[config.mk]
export PLATFORM = sky130hd
export DESIGN_NAME = chargen_sink
export DESIGN_NICKNAME = d
export VERILOG_FILES = /design/src/rtl/chargen_sink.sv
export SDC_FILE = /design/constraint.sdc
export NUM_CORES = 1
export LEC_CHECK = 0
export CAP_MARGIN = 40
export CELL_PAD_IN_SITES_DETAIL_PLACEMENT = 2
export CELL_PAD_IN_SITES_GLOBAL_PLACEMENT = 2
export CORE_MARGIN = 4
export CORE_UTILIZATION = 40
export DETAILED_ROUTE_END_ITERATION = 10
export DONT_BUFFER_PORTS = 1
export PLACE_DENSITY_LB_ADDON = 0.1
export SLEW_MARGIN = 20
export SYNTH_ARGS = -nofsm -noshare
export SYNTH_HDL_FRONTEND = slang
export SYNTH_SLANG_ARGS = --single-unit
[constraint.sdc]
create_clock -name clk -period 2.1 [get_ports clk]
set_input_delay 0.21 -clock clk [delete_from_list [all_inputs] [get_ports clk]]
set_output_delay 0.21 -clock clk [all_outputs]
set_load 0.01 [all_outputs]
[src/rtl/chargen_sink.sv]
// Read-side consumer for the character-generator FIFO path: drains an FT245-style
// read port and checks the bytes against the repeating FIRSTCHAR..LASTCHAR cycle.
module chargen_sink #(
  parameter logic [7:0]  FIRSTCHAR = 8'h61,
  parameter logic [7:0]  LASTCHAR  = 8'h7a,
  parameter int unsigned RD_WAIT   = 2,
  parameter int unsigned ERRW      = 16
) (
  input  logic            clk,
  input  logic            rst,
  input  logic            en,
  input  logic [7:0]      port,
  input  logic            n_rxf,
  output logic            n_rd,
  output logic [7:0]      data,
  output logic            data_valid,
  output logic            err,
  output logic [ERRW-1:0] err_count,
  output logic            locked
);

  localparam int unsigned     WAITW     = 4;
  localparam logic [WAITW-1:0] WAIT_LAST = WAITW'(RD_WAIT - 1);

  typedef enum logic [1:0] {IDLE, STROBE, SAMPLE, RECOVER} state_t;

  state_t            state, state_n;
  logic [WAITW-1:0]  wait_cnt, wait_cnt_n;
  logic              rxf_meta, rxf_s;
  logic [7:0]        expected, expected_n;
  logic              prev_ok, prev_ok_n;
  logic              n_rd_n;
  logic [7:0]        data_n;
  logic              data_valid_n;
  logic              err_n;
  logic [ERRW-1:0]   err_count_n;
  logic              locked_n;

  function automatic logic [7:0] succ(input logic [7:0] b);
    return (b == LASTCHAR) ? FIRSTCHAR : b + 8'd1;
  endfunction

  // n_rxf is asynchronous to clk; only rxf_s is used downstream
  always_ff @(posedge clk or posedge rst) begin
    if (rst) begin
      rxf_meta <= 1'b1;
      rxf_s    <= 1'b1;
    end else begin
      rxf_meta <= n_rxf;
      rxf_s    <= rxf_meta;
    end
  end

  // State and registered outputs
  always_ff @(posedge clk or posedge rst) begin
    if (rst) begin
      state      <= IDLE;
      wait_cnt   <= '0;
      expected   <= FIRSTCHAR;
      prev_ok    <= 1'b0;
      n_rd       <= 1'b1;
      data       <= 8'h00;
      data_valid <= 1'b0;
      err        <= 1'b0;
      err_count  <= '0;
      locked     <= 1'b0;
    end else begin
      state      <= state_n;
      wait_cnt   <= wait_cnt_n;
      expected   <= expected_n;
      prev_ok    <= prev_ok_n;
      n_rd       <= n_rd_n;
      data       <= data_n;
      data_valid <= data_valid_n;
      err        <= err_n;
      err_count  <= err_count_n;
      locked     <= locked_n;
    end
  end

  // Read sequencing and sequence checker; the byte is captured on the edge that
  // ends the strobe, so data/data_valid/err appear during SAMPLE
  always_comb begin
    state_n      = state;
    wait_cnt_n   = wait_cnt;
    expected_n   = expected;
    prev_ok_n    = prev_ok;
    n_rd_n       = n_rd;
    data_n       = data;
    data_valid_n = 1'b0;
    err_n        = 1'b0;
    err_count_n  = err_count;
    locked_n     = locked;

    unique case (state)
      IDLE: begin
        if (en && !rxf_s) begin
          state_n    = STROBE;
          n_rd_n     = 1'b0;
          wait_cnt_n = '0;
        end
      end
      STROBE: begin
        if (wait_cnt == WAIT_LAST) begin
          state_n      = SAMPLE;
          n_rd_n       = 1'b1;
          data_n       = port;
          data_valid_n = 1'b1;
          if (port == expected) begin
            expected_n = succ(port);
            locked_n   = prev_ok;
            prev_ok_n  = 1'b1;
          end else begin
            err_n    = 1'b1;
            locked_n = 1'b0;
            if (err_count != '1) err_count_n = err_count + ERRW'(1);
            // An in-range byte still anchors the sequence, so it can count
            // towards re-locking on the next byte
            if (port >= FIRSTCHAR && port <= LASTCHAR) begin
              expected_n = succ(port);
              prev_ok_n  = 1'b1;
            end else begin
              expected_n = FIRSTCHAR;
              prev_ok_n  = 1'b0;
            end
          end
        end else begin
          wait_cnt_n = wait_cnt + WAITW'(1);
        end
      end
      SAMPLE:  state_n = RECOVER;
      RECOVER: state_n = IDLE;
      default: state_n = IDLE;
    endcase
  end

endmodule
==> results.json, run 1 <==
{
  "stdcell_area_um2": 2710,
  "hold_violations": 0,
  "finalCriticalPeriod_ns": 1.93,
  "crit_type": "reg -> reg",
  "viasPerCell": 5.47,
  "fin_ws_ns": 0.171,
  "dp.cells": 304,
  "grt_antenna_before_repair": 0,
  "ant_nets": 0,
  "synth.avg_cell_area_um2": 10.6,
  "core_area_um2": 5960,
  "critPathRequiredTime_ns": 2.30,
  "drive_gt1_share_pct": 20.7,
  "synthCells": 231,
  "slowest_delay_ns": 0.43,
  "reg2reg_depth": 7,
  "grt_util_met1_pct": 20.8,
  "crit-reg2reg-launch": "wait_cnt[1]",
  "antenna_cells": 0,
  "cts.repair.resized": 0,
  "cts_tree": "done",
  "cts_buffer_depth": 2,
  "ys.flop_type": "dfrtp_1",
  "maxSlewViolCount": 0,
  "worst_hold_path_type": "in -> reg",
  "wirelength_um": 6220,
  "rsz0062_at_grt": "no",
  "dieArea_um2": 7460,
  "rr_endpoint": "err_count[1]",
  "ys_types": 46,
  "die_w_um": 86.4,
  "yosysTopAreaCell": "dfrtp_1",
  "stdcell_count": 316,
  "path_cells": "inv_1 -> ha_1 -> nand4bb_1 -> inv_1 -> o21ai_4 -> nor2_4 -> mux2_4",
  "slew_headroom_pct": 53.0,
  "synth.area.top_cells": "dfrtp_1 40%, dfstp_2 6.4%, nand2_1 6.1%",
  "peakVddDrop_uv": 453,
  "vias": 1727,
  "die_y_um": 86.4,
  "fmax_ghz": 0.518,
  "yosysMostFrequentCell": "nand2_1",
  "synth_top_area_share_pct": 39.7,
  "clock_sinks": 45,
  "dp_slack_ns": 0.176,
  "grt_pass1_vias": 1980,
  "h-tree-depth": 2,
  "drc": 0,
  "synthTopCellsByCount": "40 x nand2_1, 39 x dfrtp_1, 16 x xor2_1, 12 x inv_1, 12 x nor2_1",
  "placed_area_um2": 2540,
  "core.rowCount": 28,
  "top_level_ports": 40,
  "hold_start": "port[6]",
  "initial_core_util_pct": 41.2,
  "power_density_nw_per_um2": 1160,
  "synth-edff-count": 0,
  "top_usage_layer": "met2",
  "gr-total-overflow": 0,
  "synth_warnings": 0,
  "hpwl_um": 4550,
  "crit_path_end_kind": "register",
  "utilization_pct": 45.6,
  "grt_use_met2_pct": 31.5,
  "drt_iter0_drc": 41,
  "crit_fanout": 10,
  "synthArstFlopShare_pct": 100,
  "gp_congestion": 0.743,
  "grt_pass1_wl_um": 10400,
  "port_buffers": 0,
  "syn_nets": 253,
  "maxCapViolations": 0,
  "arrival_ns": 2.13,
  "ys_seq_area_share_pct": 46.2,
  "ys_ff_latch": 45,
  "whs_endpoint": "data[6]",
  "drtPass1Iterations": 4,
  "fin_crit_sh_pct": 91.9,
  "finClkSkew_ns": 0.00877,
  "use_met3_pct": 6.27,
  "grt_max_degree": 31,
  "tightest_slew_ns": 0.697,
  "setup_viol": 0,
  "cts_root_buf": "clkbuf_8",
  "fin_tns_setup_ns": 0,
  "cts_setup_buffers": 0,
  "leakagePower_nw": 1.25,
  "clock_latency_ns": 0.30,
  "grt_usage_pct": 18.0,
  "crit_top_cell": "inv_1",
  "slowest_stage": "dfrtp_1",
  "cts_buffers": 5,
  "syn_to_final_growth_pct": 10.5,
  "status": "finished clean",
  "routedWlPerCell_um": 19.7,
  "clkTransAtPathRegs_ns": 0.10,
  "holdPathStages": 2,
  "layout.nets": 262,
  "syn-cell-area_um2": 2460,
  "startpoint_type": "register",
  "r2r_slack_ns": 0.17
}
worst max-delay path, delay by kind of cell (launching register included):
family / cells / cell delay (ns)
AOI/OAI and AO/OA: 1 / 0.17
adders and majority gates: 1 / 0.20
buffers and inverters: 2 / 0.33
DFF: 1 / 0.43
muxes: 1 / 0.30
and+or+nand+nor: 2 / 0.39
what timing repair did:
| item | in CTS | in global routing |
|---|---|---|
| endpoints found under the setup margin | 0 | 0 |
| endpoints found under the hold margin | 17 | 1 |
| hold buffers | 3 | 1 |
cells by family (layout without fill, tap and decap cells):
group | count (synthesis) | count (layout) | share of synthesized area (%)
and+or+nand+nor | 92 | 92 | 22.5
DFF | 45 | 45 | 46.2
xor gates and xnor gates | 29 | 29 | 11.3
muxes | 1 | 1 | 0.611
buffers and inverters | 22 | 32 | 5.35
adders and majority gates | 10 | 10 | 5.09
AOI/OAI and AO/OA | 32 | 32 | 9.02
how the worst max path moves through the flow:
stage	startpoint	to	slack, ns	cells past startpoint
2_1_floorplan	state[1]	err_count[13]	0.39	9
3_3_place_gp	wait_cnt[1]	err_count[1]	0.28	7
3_5_place_dp	wait_cnt[1]	expected[4]	0.18	7
4_1_cts	wait_cnt[1]	expected[4]	0.16	7
5_1_grt	wait_cnt[1]	expected[1]	0.009	7
6_report	wait_cnt[1]	err_count[1]	0.17	7
sequential cells by signal, summed over array words and instances (netlist names):
name / cells
err_count: 16
data: 8
expected: 8
wait_cnt: 4
state: 2
data_valid: 1
err: 1
locked: 1
n_rd: 1
prev_ok: 1
rxf_meta: 1
rxf_s: 1
layout make-up:
cell class                 count  area (um^2)
fill                         645         3240
inverter                      12         45.0
clock buffer                   5         68.8
clock inverter                 3         68.8
multi-input combinational    164         1190
tap                           75         93.8
timing repair buffer          12          113
sequential                    45         1130
cell usage in the layout (no fill, tap or decap), types with 2 or more instances in the layout:
cell / Yosys / routed
xnor2_2: 3 / 3
nor2_1: 12 / 12
clkbuf_8: 0 / 5
xor2_1: 16 / 16
a21oi_1: 6 / 6
bufinv_16: 0 / 2
nor2_2: 2 / 2
nand3b_1: 2 / 2
nand4_2: 2 / 2
o21ai_0: 10 / 10
nor3_2: 8 / 8
a22o_1: 9 / 9
buf_4: 2 / 7
nand3_1: 8 / 8
xnor2_1: 10 / 10
inv_1: 12 / 11
nand2_1: 40 / 40
dfstp_2: 6 / 6
ha_1: 10 / 10
and3_4: 2 / 2
dfrtp_1: 39 / 39
nor4_2: 3 / 3
dlygate4sd3_1: 0 / 4
routing by layer:
metal | up-vias | share of wire [%]
li1 | 790 | -
met1 | 896 | 40
met2 | 35 | 53
met3 | 6 | 6.1
met4 | 0 | 0.82
met5 | - | 0
power breakdown:
part	switching, W	internal [W]	total, W
logic	0.000542	0.000402	0.000944
registers	0.000273	0.00113	0.00140
clock network	0.000323	0.000479	0.000803
total	0.00114	0.00201	0.00315
through the flow:
step                      hold WS, ns  power (W)
after floorplan                 0.214    0.00206
final                          0.0199    0.00315
after global placement          0.112    0.00226
after detailed placement        0.128    0.00236
after global routing          0.00567    0.00339
after CTS                     0.00855    0.00319
(Power assumes the default switching activity.)
==> inputs of run 2 (changes only) <==
==> constraint.sdc (replaced) <==
create_clock -name clk -period 2.1 [get_ports clk]
set_input_delay 0.42 -clock clk [delete_from_list [all_inputs] [get_ports clk]]
set_output_delay 0.42 -clock clk [all_outputs]
set_load 0.01 [all_outputs]
==> run 2 against run 1 <==
The run now ends with negative hold slack left; register-to-register slack barely moved; maximum frequency is 0.27% lower; sequential share of layout area grew 0.63 points; worst setup slack got worse by 0.0052 ns; clock skew is essentially flat; global-route usage fell by 0.18 points; sequential power about the same; combinational power decreased by 0.8%; largest power group unchanged.
==> results.json, run 2 (same netlist as run 1, synthesis figures left out) <==
{
  "crit-reg2reg-launch": "wait_cnt[1]",
  "p_sw_w": 0.00114,
  "arrival_ns": 2.14,
  "routedWlPerCell_um": 19.5,
  "core.rowCount": 28,
  "final_cell_mix": "40 x nand2_1, 39 x dfrtp_1, 16 x xor2_1",
  "clkTransAtPathRegs_ns": 0.10,
  "finClkSkew_ns": 0.00905,
  "drt-met1-wl_um": 2420,
  "cts_buffers": 5,
  "crit_start": "wait_cnt[1]",
  "p_sw_share_pct": 36.2,
  "hold_violations": 8,
  "drc": 0,
  "fmax_ghz": 0.517,
  "cp_num_cells": 7,
  "syn_to_final_growth_pct": 8.86,
  "h-tree-depth": 2,
  "crit_fanout": 10,
  "maxCapViolations": 0,
  "status": "finished with violations",
  "hpwl_um": 4550,
  "reg2reg_depth": 7,
  "grt_max_degree": 31,
  "antenna_cells": 0,
  "layout.nets": 258,
  "slew_headroom_pct": 52.5,
  "p_seq_share_pct": 44.6,
  "crit_top_cell": "inv_1",
  "drive_gt1_share_pct": 21.1,
  "port_buffers": 0,
  "layout_commonest_cell": "nand2_1",
  "combPwrFrac_pct": 29.8,
  "gr-total-overflow": 0,
  "p_int_w": 0.00201,
  "worst-path-buf-inv": 2,
  "clock_sinks": 45,
  "drtPass1Iterations": 3,
  "rsz0062_at_grt": "no",
  "slowest_stage": "dfrtp_1",
  "crit_type": "reg -> reg",
  "grt_antenna_before_repair": 0,
  "viasPerCell": 5.47,
  "gp_congestion": 0.743,
  "die_w_um": 86.4,
  "violations": "negative hold slack",
  "critPathRequiredTime_ns": 2.30,
  "dieArea_um2": 7460,
  "clock_latency_ns": 0.31,
  "crit_family": "flip-flops",
  "top_level_ports": 40,
  "wirelength_um": 6100,
  "setup_viol": 0,
  "tightest_slew_ns": 0.706,
  "cts_root_buf": "clkbuf_8",
  "maxSlewViolCount": 0,
  "fin_tns_setup_ns": 0,
  "regMostFlops": "err_count",
  "cts_tree": "done",
  "top_layer_used": "met4",
  "path_cells": "inv_1 -> ha_1 -> nand4bb_1 -> inv_1 -> o21ai_4 -> nor2_4 -> mux2_4",
  "wl_met2_um": 3170,
  "fin_hold_ws_ns": -0.00801,
  "pwr-share-clk_pct": 25.6,
  "worst_hold_path_type": "in -> async",
  "power_density_nw_per_um2": 1170,
  "drt_iter0_drc": 41,
  "rr_endpoint": "err_count[1]",
  "largest_reg_flops": 16,
  "cts_setup_buffers": 0,
  "grt_pass1_wl_um": 10400,
  "ctsHoldBuffers": 0,
  "placed_area_um2": 2540,
  "cts_buffer_depth": 2,
  "vias": 1707,
  "crit_path_end_kind": "register",
  "fin_crit_sh_pct": 92.1,
  "met3_length_um": 427,
  "core_area_um2": 5960,
  "finalCriticalPeriod_ns": 1.93,
  "initial_core_util_pct": 41.2,
  "slowest_delay_ns": 0.43,
  "cts.repair.resized": 0,
  "ant_nets": 0,
  "grt_pass1_vias": 1966,
  "critPathCapture": "err_count[1]",
  "stdcell_area_um2": 2670,
  "startpoint_type": "register",
  "utilization_pct": 44.9,
  "die_y_um": 86.4,
  "r2r_slack_ns": 0.17,
  "grt_usage_pct": 17.8,
  "leakagePower_nw": 1.23,
  "reg_top3": "err_count x16, data x8, expected x8",
  "peakVddDrop_uv": 443
}
## run 2: cell count changes in the layout (fill, tap and decap cells not counted)
cell	before	now
dlygate4sd3_1	4	0
## run 2: area by class of cell
type | instances | area [um^2]
fillers | 643 | 3280
multi-input cells | 164 | 1190
flip-flops and latches | 45 | 1130
well taps | 75 | 93.8
repair buffers | 8 | 72.6
clock buffers | 5 | 68.8
clock inverters | 3 | 68.8
inverters | 12 | 45.0
## run 2: stage by stage
step / cells / total power (W) / worst slack, ns
2_1_floorplan: 231 / 0.00206 / 0.387
3_3_place_gp: 304 / 0.00226 / 0.280
3_5_place_dp: 304 / 0.00236 / 0.176
4_1_cts: 312 / 0.00319 / 0.158
5_1_grt: 312 / 0.00338 / 0.00630
6_report: 312 / 0.00314 / 0.165
## run 2: worst min path at each step
stage                        start            end  slack (ns)  depth (start not counted)
after CTS                      rst   err_count[1]       0.004                          1
after global routing           rst   err_count[1]       0.009                          1
after detailed placement       rst   err_count[0]        0.34                          1
final                          rst  err_count[15]      -0.008                          1
after floorplan           rxf_meta          rxf_s        0.35                          0
after global placement         rst   err_count[1]        0.32                          1
## run 2: power groups by stage
stage / logic (W) / registers, W / clock network [W]
finish: 0.000936 / 0.00140 / 0.000804
global placement: 0.000862 / 0.00140 / 0
global route: 0.00107 / 0.00144 / 0.000878
detailed placement: 0.000948 / 0.00141 / 0
floorplan: 0.000688 / 0.00137 / 0
CTS: 0.000959 / 0.00141 / 0.000821
## run 2: routing by layer
layer  vias to the layer above  track usage, %
li1                        782               -
met1                       880            20.7
met2                        36            31.0
met3                         9            6.37
met4                         0            4.67
met5                         -               0
